===== src/rtl/alu_pkg.sv =====
// Shared definitions for the EX-stage ALU arbiter: widths, opcodes, FSM states.
package alu_pkg;

  localparam int unsigned DATA_W_DEF = 32;
  localparam int unsigned OPC_W_DEF  = 4;

  localparam logic [3:0] OPC_LSR  = 4'b0000;
  localparam logic [3:0] OPC_ADDU = 4'b0100;
  localparam logic [3:0] OPC_SUB  = 4'b0101;
  localparam logic [3:0] OPC_ADD  = 4'b1100;

  typedef enum logic [1:0] {
    StIdle,
    StExec,
    StResp
  } state_e;

endpackage


===== src/rtl/alu_arbiter_if.sv =====
// Request/response/ALU bundle for alu_arbiter; slave is the arbiter side.
interface alu_arbiter_if
  import alu_pkg::*;
#(
  parameter int unsigned DATA_W = DATA_W_DEF,
  parameter int unsigned OPC_W  = OPC_W_DEF
);

  logic [1:0]          i_req_valid;
  logic [1:0]          o_req_ready;
  logic [2*OPC_W-1:0]  i_req_opcode;
  logic [2*DATA_W-1:0] i_req_op_a;
  logic [2*DATA_W-1:0] i_req_op_b;
  logic [1:0]          o_rsp_valid;
  logic [1:0]          i_rsp_ready;
  logic [DATA_W-1:0]   o_rsp_rslt;
  logic                o_rsp_zero;
  logic                o_rsp_carry;
  logic                o_rsp_ovfl;
  logic [OPC_W-1:0]    o_alu_opcode;
  logic [DATA_W-1:0]   o_alu_op_a;
  logic [DATA_W-1:0]   o_alu_op_b;
  logic [DATA_W-1:0]   i_alu_rslt;
  logic                i_alu_zero;
  logic                i_alu_carry;
  logic                i_alu_ovfl;

  modport slave (
    input  i_req_valid, i_req_opcode, i_req_op_a, i_req_op_b, i_rsp_ready,
    input  i_alu_rslt, i_alu_zero, i_alu_carry, i_alu_ovfl,
    output o_req_ready, o_rsp_valid, o_rsp_rslt, o_rsp_zero, o_rsp_carry, o_rsp_ovfl,
    output o_alu_opcode, o_alu_op_a, o_alu_op_b
  );

  modport master (
    output i_req_valid, i_req_opcode, i_req_op_a, i_req_op_b, i_rsp_ready,
    output i_alu_rslt, i_alu_zero, i_alu_carry, i_alu_ovfl,
    input  o_req_ready, o_rsp_valid, o_rsp_rslt, o_rsp_zero, o_rsp_carry, o_rsp_ovfl,
    input  o_alu_opcode, o_alu_op_a, o_alu_op_b
  );

endinterface


===== src/rtl/alu_arb_grant.sv =====
// Two-way one-hot grant. ALU_ARB_RR_EN selects round-robin, otherwise port 0 has priority.
module alu_arb_grant (
`ifdef ALU_ARB_RR_EN
  input  logic       i_clk,
  input  logic       i_rst_n,
  input  logic       i_advance,
`endif
  input  logic [1:0] i_valid,
  output logic [1:0] o_grant
);

`ifdef ALU_ARB_RR_EN
  // Holds the last granted port; reset to 1 so port 0 wins the first tie.
  logic last_q;

  always_ff @(posedge i_clk) begin
    if (!i_rst_n) begin
      last_q <= 1'b1;
    end else if (i_advance) begin
      last_q <= o_grant[1];
    end
  end

  always_comb begin
    o_grant = 2'b00;
    unique case (i_valid)
      2'b01:   o_grant = 2'b01;
      2'b10:   o_grant = 2'b10;
      2'b11:   o_grant = last_q ? 2'b01 : 2'b10;
      default: o_grant = 2'b00;
    endcase
  end
`else
  always_comb begin
    o_grant = 2'b00;
    unique case (i_valid)
      2'b01:   o_grant = 2'b01;
      2'b10:   o_grant = 2'b10;
      2'b11:   o_grant = 2'b01;
      default: o_grant = 2'b00;
    endcase
  end
`endif

endmodule


===== src/rtl/alu_arbiter.sv =====
// Shares one combinational ALU between two requesters: capture, execute, hold response.
// Build option: ALU_ARB_RR_EN enables round-robin arbitration (default fixed priority).
module alu_arbiter
  import alu_pkg::*;
#(
  parameter int unsigned DATA_W = DATA_W_DEF,
  parameter int unsigned OPC_W  = OPC_W_DEF
) (
  input logic          i_clk,
  input logic          i_rst_n,
  alu_arbiter_if.slave bus
);

  state_e              state_q, state_d;
  logic [1:0]          grant;
  logic                accept;
  logic                gidx_q;
  logic [OPC_W-1:0]    opc_q;
  logic [DATA_W-1:0]   a_q, b_q, rslt_q;
  logic                zero_q, carry_q, ovfl_q;
  logic [OPC_W-1:0]    opc_sel;
  logic [DATA_W-1:0]   a_sel, b_sel;

  alu_arb_grant u_grant (
`ifdef ALU_ARB_RR_EN
    .i_clk     (i_clk),
    .i_rst_n   (i_rst_n),
    .i_advance (accept),
`endif
    .i_valid   (bus.i_req_valid),
    .o_grant   (grant)
  );

  assign accept  = (state_q == StIdle) && (|bus.i_req_valid);
  assign opc_sel = grant[1] ? bus.i_req_opcode[2*OPC_W-1:OPC_W] : bus.i_req_opcode[OPC_W-1:0];
  assign a_sel   = grant[1] ? bus.i_req_op_a[2*DATA_W-1:DATA_W] : bus.i_req_op_a[DATA_W-1:0];
  assign b_sel   = grant[1] ? bus.i_req_op_b[2*DATA_W-1:DATA_W] : bus.i_req_op_b[DATA_W-1:0];

  always_ff @(posedge i_clk) begin
    if (!i_rst_n) begin
      state_q <= StIdle;
    end else begin
      state_q <= state_d;
    end
  end

  always_comb begin
    state_d = state_q;
    unique case (state_q)
      StIdle:  if (|bus.i_req_valid) state_d = StExec;
      StExec:  state_d = StResp;
      StResp:  if (bus.i_rsp_ready[gidx_q]) state_d = StIdle;
      default: state_d = StIdle;
    endcase
  end

  always_ff @(posedge i_clk) begin
    if (!i_rst_n) begin
      gidx_q  <= 1'b0;
      opc_q   <= '0;
      a_q     <= '0;
      b_q     <= '0;
      rslt_q  <= '0;
      zero_q  <= 1'b0;
      carry_q <= 1'b0;
      ovfl_q  <= 1'b0;
    end else begin
      if (accept) begin
        gidx_q <= grant[1];
        opc_q  <= opc_sel;
        a_q    <= a_sel;
        b_q    <= b_sel;
      end
      if (state_q == StExec) begin
        rslt_q  <= bus.i_alu_rslt;
        zero_q  <= bus.i_alu_zero;
        carry_q <= bus.i_alu_carry;
        // Overflow is only meaningful for the signed add.
        ovfl_q  <= bus.i_alu_ovfl & (opc_q == OPC_W'(OPC_ADD));
      end
    end
  end

  always_comb begin
    bus.o_req_ready = 2'b00;
    bus.o_rsp_valid = 2'b00;
    if (state_q == StIdle) begin
      bus.o_req_ready = grant;
    end
    if (state_q == StResp) begin
      bus.o_rsp_valid = gidx_q ? 2'b10 : 2'b01;
    end
  end

  assign bus.o_alu_opcode = opc_q;
  assign bus.o_alu_op_a   = a_q;
  assign bus.o_alu_op_b   = b_q;
  assign bus.o_rsp_rslt   = rslt_q;
  assign bus.o_rsp_zero   = zero_q;
  assign bus.o_rsp_carry  = carry_q;
  assign bus.o_rsp_ovfl   = ovfl_q;

endmodule


===== src/flat_wrapper.sv =====
// flat-port wrapper written by rule: the top's interface ports become plain ports
module alu_arbiter_flat import alu_pkg::*;
#(
  parameter int unsigned DATA_W = DATA_W_DEF,
  parameter int unsigned OPC_W  = OPC_W_DEF
)
  (i_clk, i_rst_n, bus_i_req_valid, bus_i_req_opcode, bus_i_req_op_a, bus_i_req_op_b, bus_i_rsp_ready, bus_i_alu_rslt, bus_i_alu_zero, bus_i_alu_carry, bus_i_alu_ovfl, bus_o_req_ready, bus_o_rsp_valid, bus_o_rsp_rslt, bus_o_rsp_zero, bus_o_rsp_carry, bus_o_rsp_ovfl, bus_o_alu_opcode, bus_o_alu_op_a, bus_o_alu_op_b);
  alu_arbiter_if #(.DATA_W(DATA_W), .OPC_W(OPC_W)) bus_i ();
  input logic i_clk;
  input logic i_rst_n;
  input wire logic [$bits(bus_i.i_req_valid)-1:0] bus_i_req_valid;
  input wire logic [$bits(bus_i.i_req_opcode)-1:0] bus_i_req_opcode;
  input wire logic [$bits(bus_i.i_req_op_a)-1:0] bus_i_req_op_a;
  input wire logic [$bits(bus_i.i_req_op_b)-1:0] bus_i_req_op_b;
  input wire logic [$bits(bus_i.i_rsp_ready)-1:0] bus_i_rsp_ready;
  input wire logic [$bits(bus_i.i_alu_rslt)-1:0] bus_i_alu_rslt;
  input wire logic [$bits(bus_i.i_alu_zero)-1:0] bus_i_alu_zero;
  input wire logic [$bits(bus_i.i_alu_carry)-1:0] bus_i_alu_carry;
  input wire logic [$bits(bus_i.i_alu_ovfl)-1:0] bus_i_alu_ovfl;
  output wire logic [$bits(bus_i.o_req_ready)-1:0] bus_o_req_ready;
  output wire logic [$bits(bus_i.o_rsp_valid)-1:0] bus_o_rsp_valid;
  output wire logic [$bits(bus_i.o_rsp_rslt)-1:0] bus_o_rsp_rslt;
  output wire logic [$bits(bus_i.o_rsp_zero)-1:0] bus_o_rsp_zero;
  output wire logic [$bits(bus_i.o_rsp_carry)-1:0] bus_o_rsp_carry;
  output wire logic [$bits(bus_i.o_rsp_ovfl)-1:0] bus_o_rsp_ovfl;
  output wire logic [$bits(bus_i.o_alu_opcode)-1:0] bus_o_alu_opcode;
  output wire logic [$bits(bus_i.o_alu_op_a)-1:0] bus_o_alu_op_a;
  output wire logic [$bits(bus_i.o_alu_op_b)-1:0] bus_o_alu_op_b;
  assign bus_i.i_req_valid = bus_i_req_valid;
  assign bus_i.i_req_opcode = bus_i_req_opcode;
  assign bus_i.i_req_op_a = bus_i_req_op_a;
  assign bus_i.i_req_op_b = bus_i_req_op_b;
  assign bus_i.i_rsp_ready = bus_i_rsp_ready;
  assign bus_i.i_alu_rslt = bus_i_alu_rslt;
  assign bus_i.i_alu_zero = bus_i_alu_zero;
  assign bus_i.i_alu_carry = bus_i_alu_carry;
  assign bus_i.i_alu_ovfl = bus_i_alu_ovfl;
  assign bus_o_req_ready = bus_i.o_req_ready;
  assign bus_o_rsp_valid = bus_i.o_rsp_valid;
  assign bus_o_rsp_rslt = bus_i.o_rsp_rslt;
  assign bus_o_rsp_zero = bus_i.o_rsp_zero;
  assign bus_o_rsp_carry = bus_i.o_rsp_carry;
  assign bus_o_rsp_ovfl = bus_i.o_rsp_ovfl;
  assign bus_o_alu_opcode = bus_i.o_alu_opcode;
  assign bus_o_alu_op_a = bus_i.o_alu_op_a;
  assign bus_o_alu_op_b = bus_i.o_alu_op_b;
  alu_arbiter #(.DATA_W(DATA_W), .OPC_W(OPC_W)) u_core (.i_clk(i_clk), .i_rst_n(i_rst_n), .bus(bus_i));
endmodule

===== config.mk =====
export PLATFORM = sky130hd
export DESIGN_NAME = alu_arbiter_flat
export DESIGN_NICKNAME = d
export VERILOG_FILES = /design/src/rtl/alu_pkg.sv /design/src/rtl/alu_arbiter_if.sv /design/src/rtl/alu_arb_grant.sv /design/src/rtl/alu_arbiter.sv /design/src/flat_wrapper.sv
export SDC_FILE = /design/constraint.sdc
export NUM_CORES = 1
export LEC_CHECK = 0
export CORE_MARGIN = 4
export CORE_UTILIZATION = 32
export CTS_CLUSTER_SIZE = 16
export DETAILED_ROUTE_END_ITERATION = 8
export GPL_ROUTABILITY_DRIVEN = 0
export PLACE_DENSITY_LB_ADDON = 0.1
export SLEW_MARGIN = 40
export SYNTH_ARGS = -nofsm -noshare
export SYNTH_HDL_FRONTEND = slang
export SYNTH_SLANG_ARGS = --single-unit

===== constraint.sdc =====
create_clock -name i_clk -period 1.7 [get_ports i_clk]
set_input_delay 0.425 -clock i_clk [delete_from_list [all_inputs] [get_ports i_clk]]
set_output_delay 0.425 -clock i_clk [all_outputs]
set_load 0.005 [all_outputs]

==> impl_metrics.csv <==
group,metric,value,unit
sta,rsz0062_at_grt,"false",
logic_synthesis,yosys-top-cells-count,"205 x nand2_1, 106 x dfxtp_1, 105 x a21oi_1",
cells_and_area,final_nets,992,
outcome,outcome,"finished clean",
routing,wl_per_cell,16.99,um
sta,period_minus_slack,1649,ps
power,p_leak,3.002,nW
logic_synthesis,synth-async-reset-ratio,0,%
routing,ant_nets,0,
logic_synthesis,syn-cell-area,4512,um2
logic_synthesis,synth.most_common_cell,"nand2_1",
clock_network,cts_made_buffers,9,
worst_setup_path,cpMaxStageDelayCell,"dfxtp_2",
routing,drt-met1-wl,6.731,mm
power,p_per_area,898.2,nW/um2
sta,period_share,97.02,%
global_route,grt_max_degree,72,
floorplanning,die_area,16060,um2
routing,route.detailed.drc,0,
cells_and_area,fin_area,7965,um2
place,post_dp_cell_area,7589,um2
global_route,grt_usage,20.25,%
sta,relSlewSlack,71.77,%
floorplanning,start_util,32.63,%
logic_synthesis,synth_area_leaders,"dfxtp_1 47%, nand2_1 17%, a21oi_1 12%",
sta,fin_setup_tns,0,ps
clock_network,clock_latency,350,ps
clock_network,hold_buffers,0,
worst_setup_path,required,1270,ps
floorplanning,die_x,126.7,um
cells_and_area,drive_above_1_share,8.780,%
logic_synthesis,synth-edff-count,0,
routing,avgViaCountPerCell,5.081,
logic_synthesis,syn_area_per_cell,8.057,um2
logic_synthesis,post_synth_num_cell_types,24,
floorplanning,coreArea,13830,um2
worst_setup_path,critPathMaxFanout,7,
worst_setup_path,end_kind,"primary output",
routing,dr_wl_met2,8.379,mm
place,portBuffers,283,
logic_synthesis,yosysWarnings,0,
logic_synthesis,synthCells,560,
clock_network,cts.htree.levels,3,
floorplanning,boundaryPins,284,
worst_setup_path,worstPathArrival,1220,ps
clock_network,cts_tree,"yes",
sta,worstMarginPinSlew,423.5,ps
floorplanning,die_height,126.7,um
logic_synthesis,synth_mux_area_share,0.2219,%
worst_setup_path,worstSetupPathType,"flip-flop to primary output",
worst_setup_path,slowest_delay,410,ps
min_path,hold_class,"flip-flop to flip-flop",
worst_setup_path,r2r_setup_slack,150,ps
clock_network,root_buffer,"clkbuf_16",
logic_synthesis,synth_top_area_share,47.03,%
cells_and_area,area_growth_syn_to_layout,76.54,%
sta,slew_viol_final,0,
logic_synthesis,synthesis.nets,737,
routing,routed_wirelength,17.01,mm
sta,max_freq,0.6063,GHz
global_route,antenna_found_initial,1,
routing,vias,5086,
routing,dr.pass1.iters,4,
cells_and_area,fin_util,57.61,%
logic_synthesis,yosys.area.top_type,"dfxtp_1",
logic_synthesis,synth_top_family_by_area,"compound AO/OA/AOI/OAI gates",
sta,finalSetupViolCount,0,
sta,skew,7.026,ps
logic_synthesis,ys_seq_area_share,47.03,%
routing,top_layer,"met4",
routing,initialDrtViolationCount,261,
logic_synthesis,synth-compound-area-share,27.62,%
logic_synthesis,synthFlopType,"dfxtp_1",
global_route,grt-ovfl-total,0,
place,dp_hpwl,12.31,mm
power,irDropWorstVdd,0.4331,mV
power,finalPower,7.154,mW
flow_run,drv_cap,0,
sta,hold_viol_final,0,
global_route,grt_pass1_wl,26.44,mm
logic_synthesis,synthAdderAreaFrac,0,%
logic_synthesis,synthXorXnorAreaFrac,0,%
sta,worst_hold_slack,456.2,ps
logic_synthesis,synth-seq-cells,106,
clock_network,cts_buffer_depth,2,
worst_setup_path,cp-start-kind,"flip-flop",
floorplanning,row_count,43,
global_route,grt_pass1_vias,5240,
routing,wl_met3,1.383,mm
clock_network,cts_sinks,106,
logic_synthesis,yosys.area_share.simple,19.30,%
clock_network,cts_setup_buffers,0,
clock_network,cts.clk_slew.worst_paths,70,ps
worst_setup_path,path_cells,"and3b_1 -> dlygate4sd2_1",
[per-stage QoR]
stage	cells	setup slack, ps
floorplan	560	137.0
global placement	984	-494.6
detailed placement	984	-497.5
CTS	1000	2.381
global route	1001	0.4149
finish	1001	50.71
[cells in the final DEF, fill, tap and decap left out, types with 3 or more instances in the layout]
master | Yosys | routed
a21oi_1 | 105 | 105
a311oi_1 | 48 | 45
a311oi_2 | 20 | 23
buf_12 | 0 | 9
buf_4 | 1 | 8
clkbuf_16 | 0 | 9
clkdlybuf4s50_1 | 0 | 271
dfxtp_1 | 106 | 102
dfxtp_2 | 0 | 3
dlygate4sd2_1 | 0 | 5
dlymetal6s2s_1 | 0 | 5
nand2_1 | 205 | 205
[kinds of logic (layout without fill, tap and decap cells)]
logic type | count (synthesis) | after routing
compound gates | 173 | 173
other cells | 0 | 1
buf+inv | 59 | 319
mux | 1 | 1
simple gates | 221 | 221
flops | 106 | 106
[power by group]
group / switching (mW) / internal, mW
Combinational: 0.799 / 1.14
Clock: 0.945 / 1.38
Sequential: 0.147 / 2.75
[cell type report]
cell class                 instances  area [um2]
tap                              180       225.2
multi-input combinational        395        2173
fill                            1237        5862
antenna                            1       2.502
timing repair buffer             302        3092
clock inverter                     5       85.08
sequential                       106        2130
inverter                           1       5.005
clock buffer                      11       252.7
[critical path: cells and delay by family, from the launching register on]
family | cells | cell delay, ps
buf+inv | 1 | 270
simple gates | 1 | 200
flops | 1 | 410
[final timing paths]
path,start,to,cells after the start
worst min register to register,u_core.bus.o_rsp_rslt[17]$_SDFFE_PN0N_,u_core.bus.o_rsp_rslt[17]$_SDFFE_PN0N_,2
worst min-delay path,u_core.bus.o_rsp_rslt[17]$_SDFFE_PN0N_,u_core.bus.o_rsp_rslt[17]$_SDFFE_PN0N_,2
worst max-delay path,u_core.state_q[0]$_SDFFE_PN0P_,bus_o_rsp_valid[1],2
worst max register to register,u_core.state_q[1]$_SDFFE_PN0P_,u_core.bus.o_alu_op_b[23]$_SDFFE_PN0P_,5
[flip-flops by register name, summed over array words and instances, names as in the netlist]
name	flops
u_core.state_q	2
u_core.bus.o_alu_opcode	4
u_core.bus.o_rsp_ovfl	1
u_core.bus.o_alu_op_a	32
u_core.gidx_q	1
u_core.bus.o_alu_op_b	32
u_core.bus.o_rsp_zero	1
u_core.bus.o_rsp_rslt	32
u_core.bus.o_rsp_carry	1
[per-layer routing]
layer / up-vias / global-route usage [%]
met1: 2365 / 22.72
met5: - / 0
li1: 2472 / -
met2: 217 / 35.09
met4: 0 / 8.896
met3: 32 / 6.526
[repair_timing]
item | CTS | global route
cloned | 0 | 0
setup endpoints to repair | 73 | 7
gates resized for setup | 23 | 7
pin swaps | 0 | 0
No activity file was read; power rests on OpenSTA's default activity.
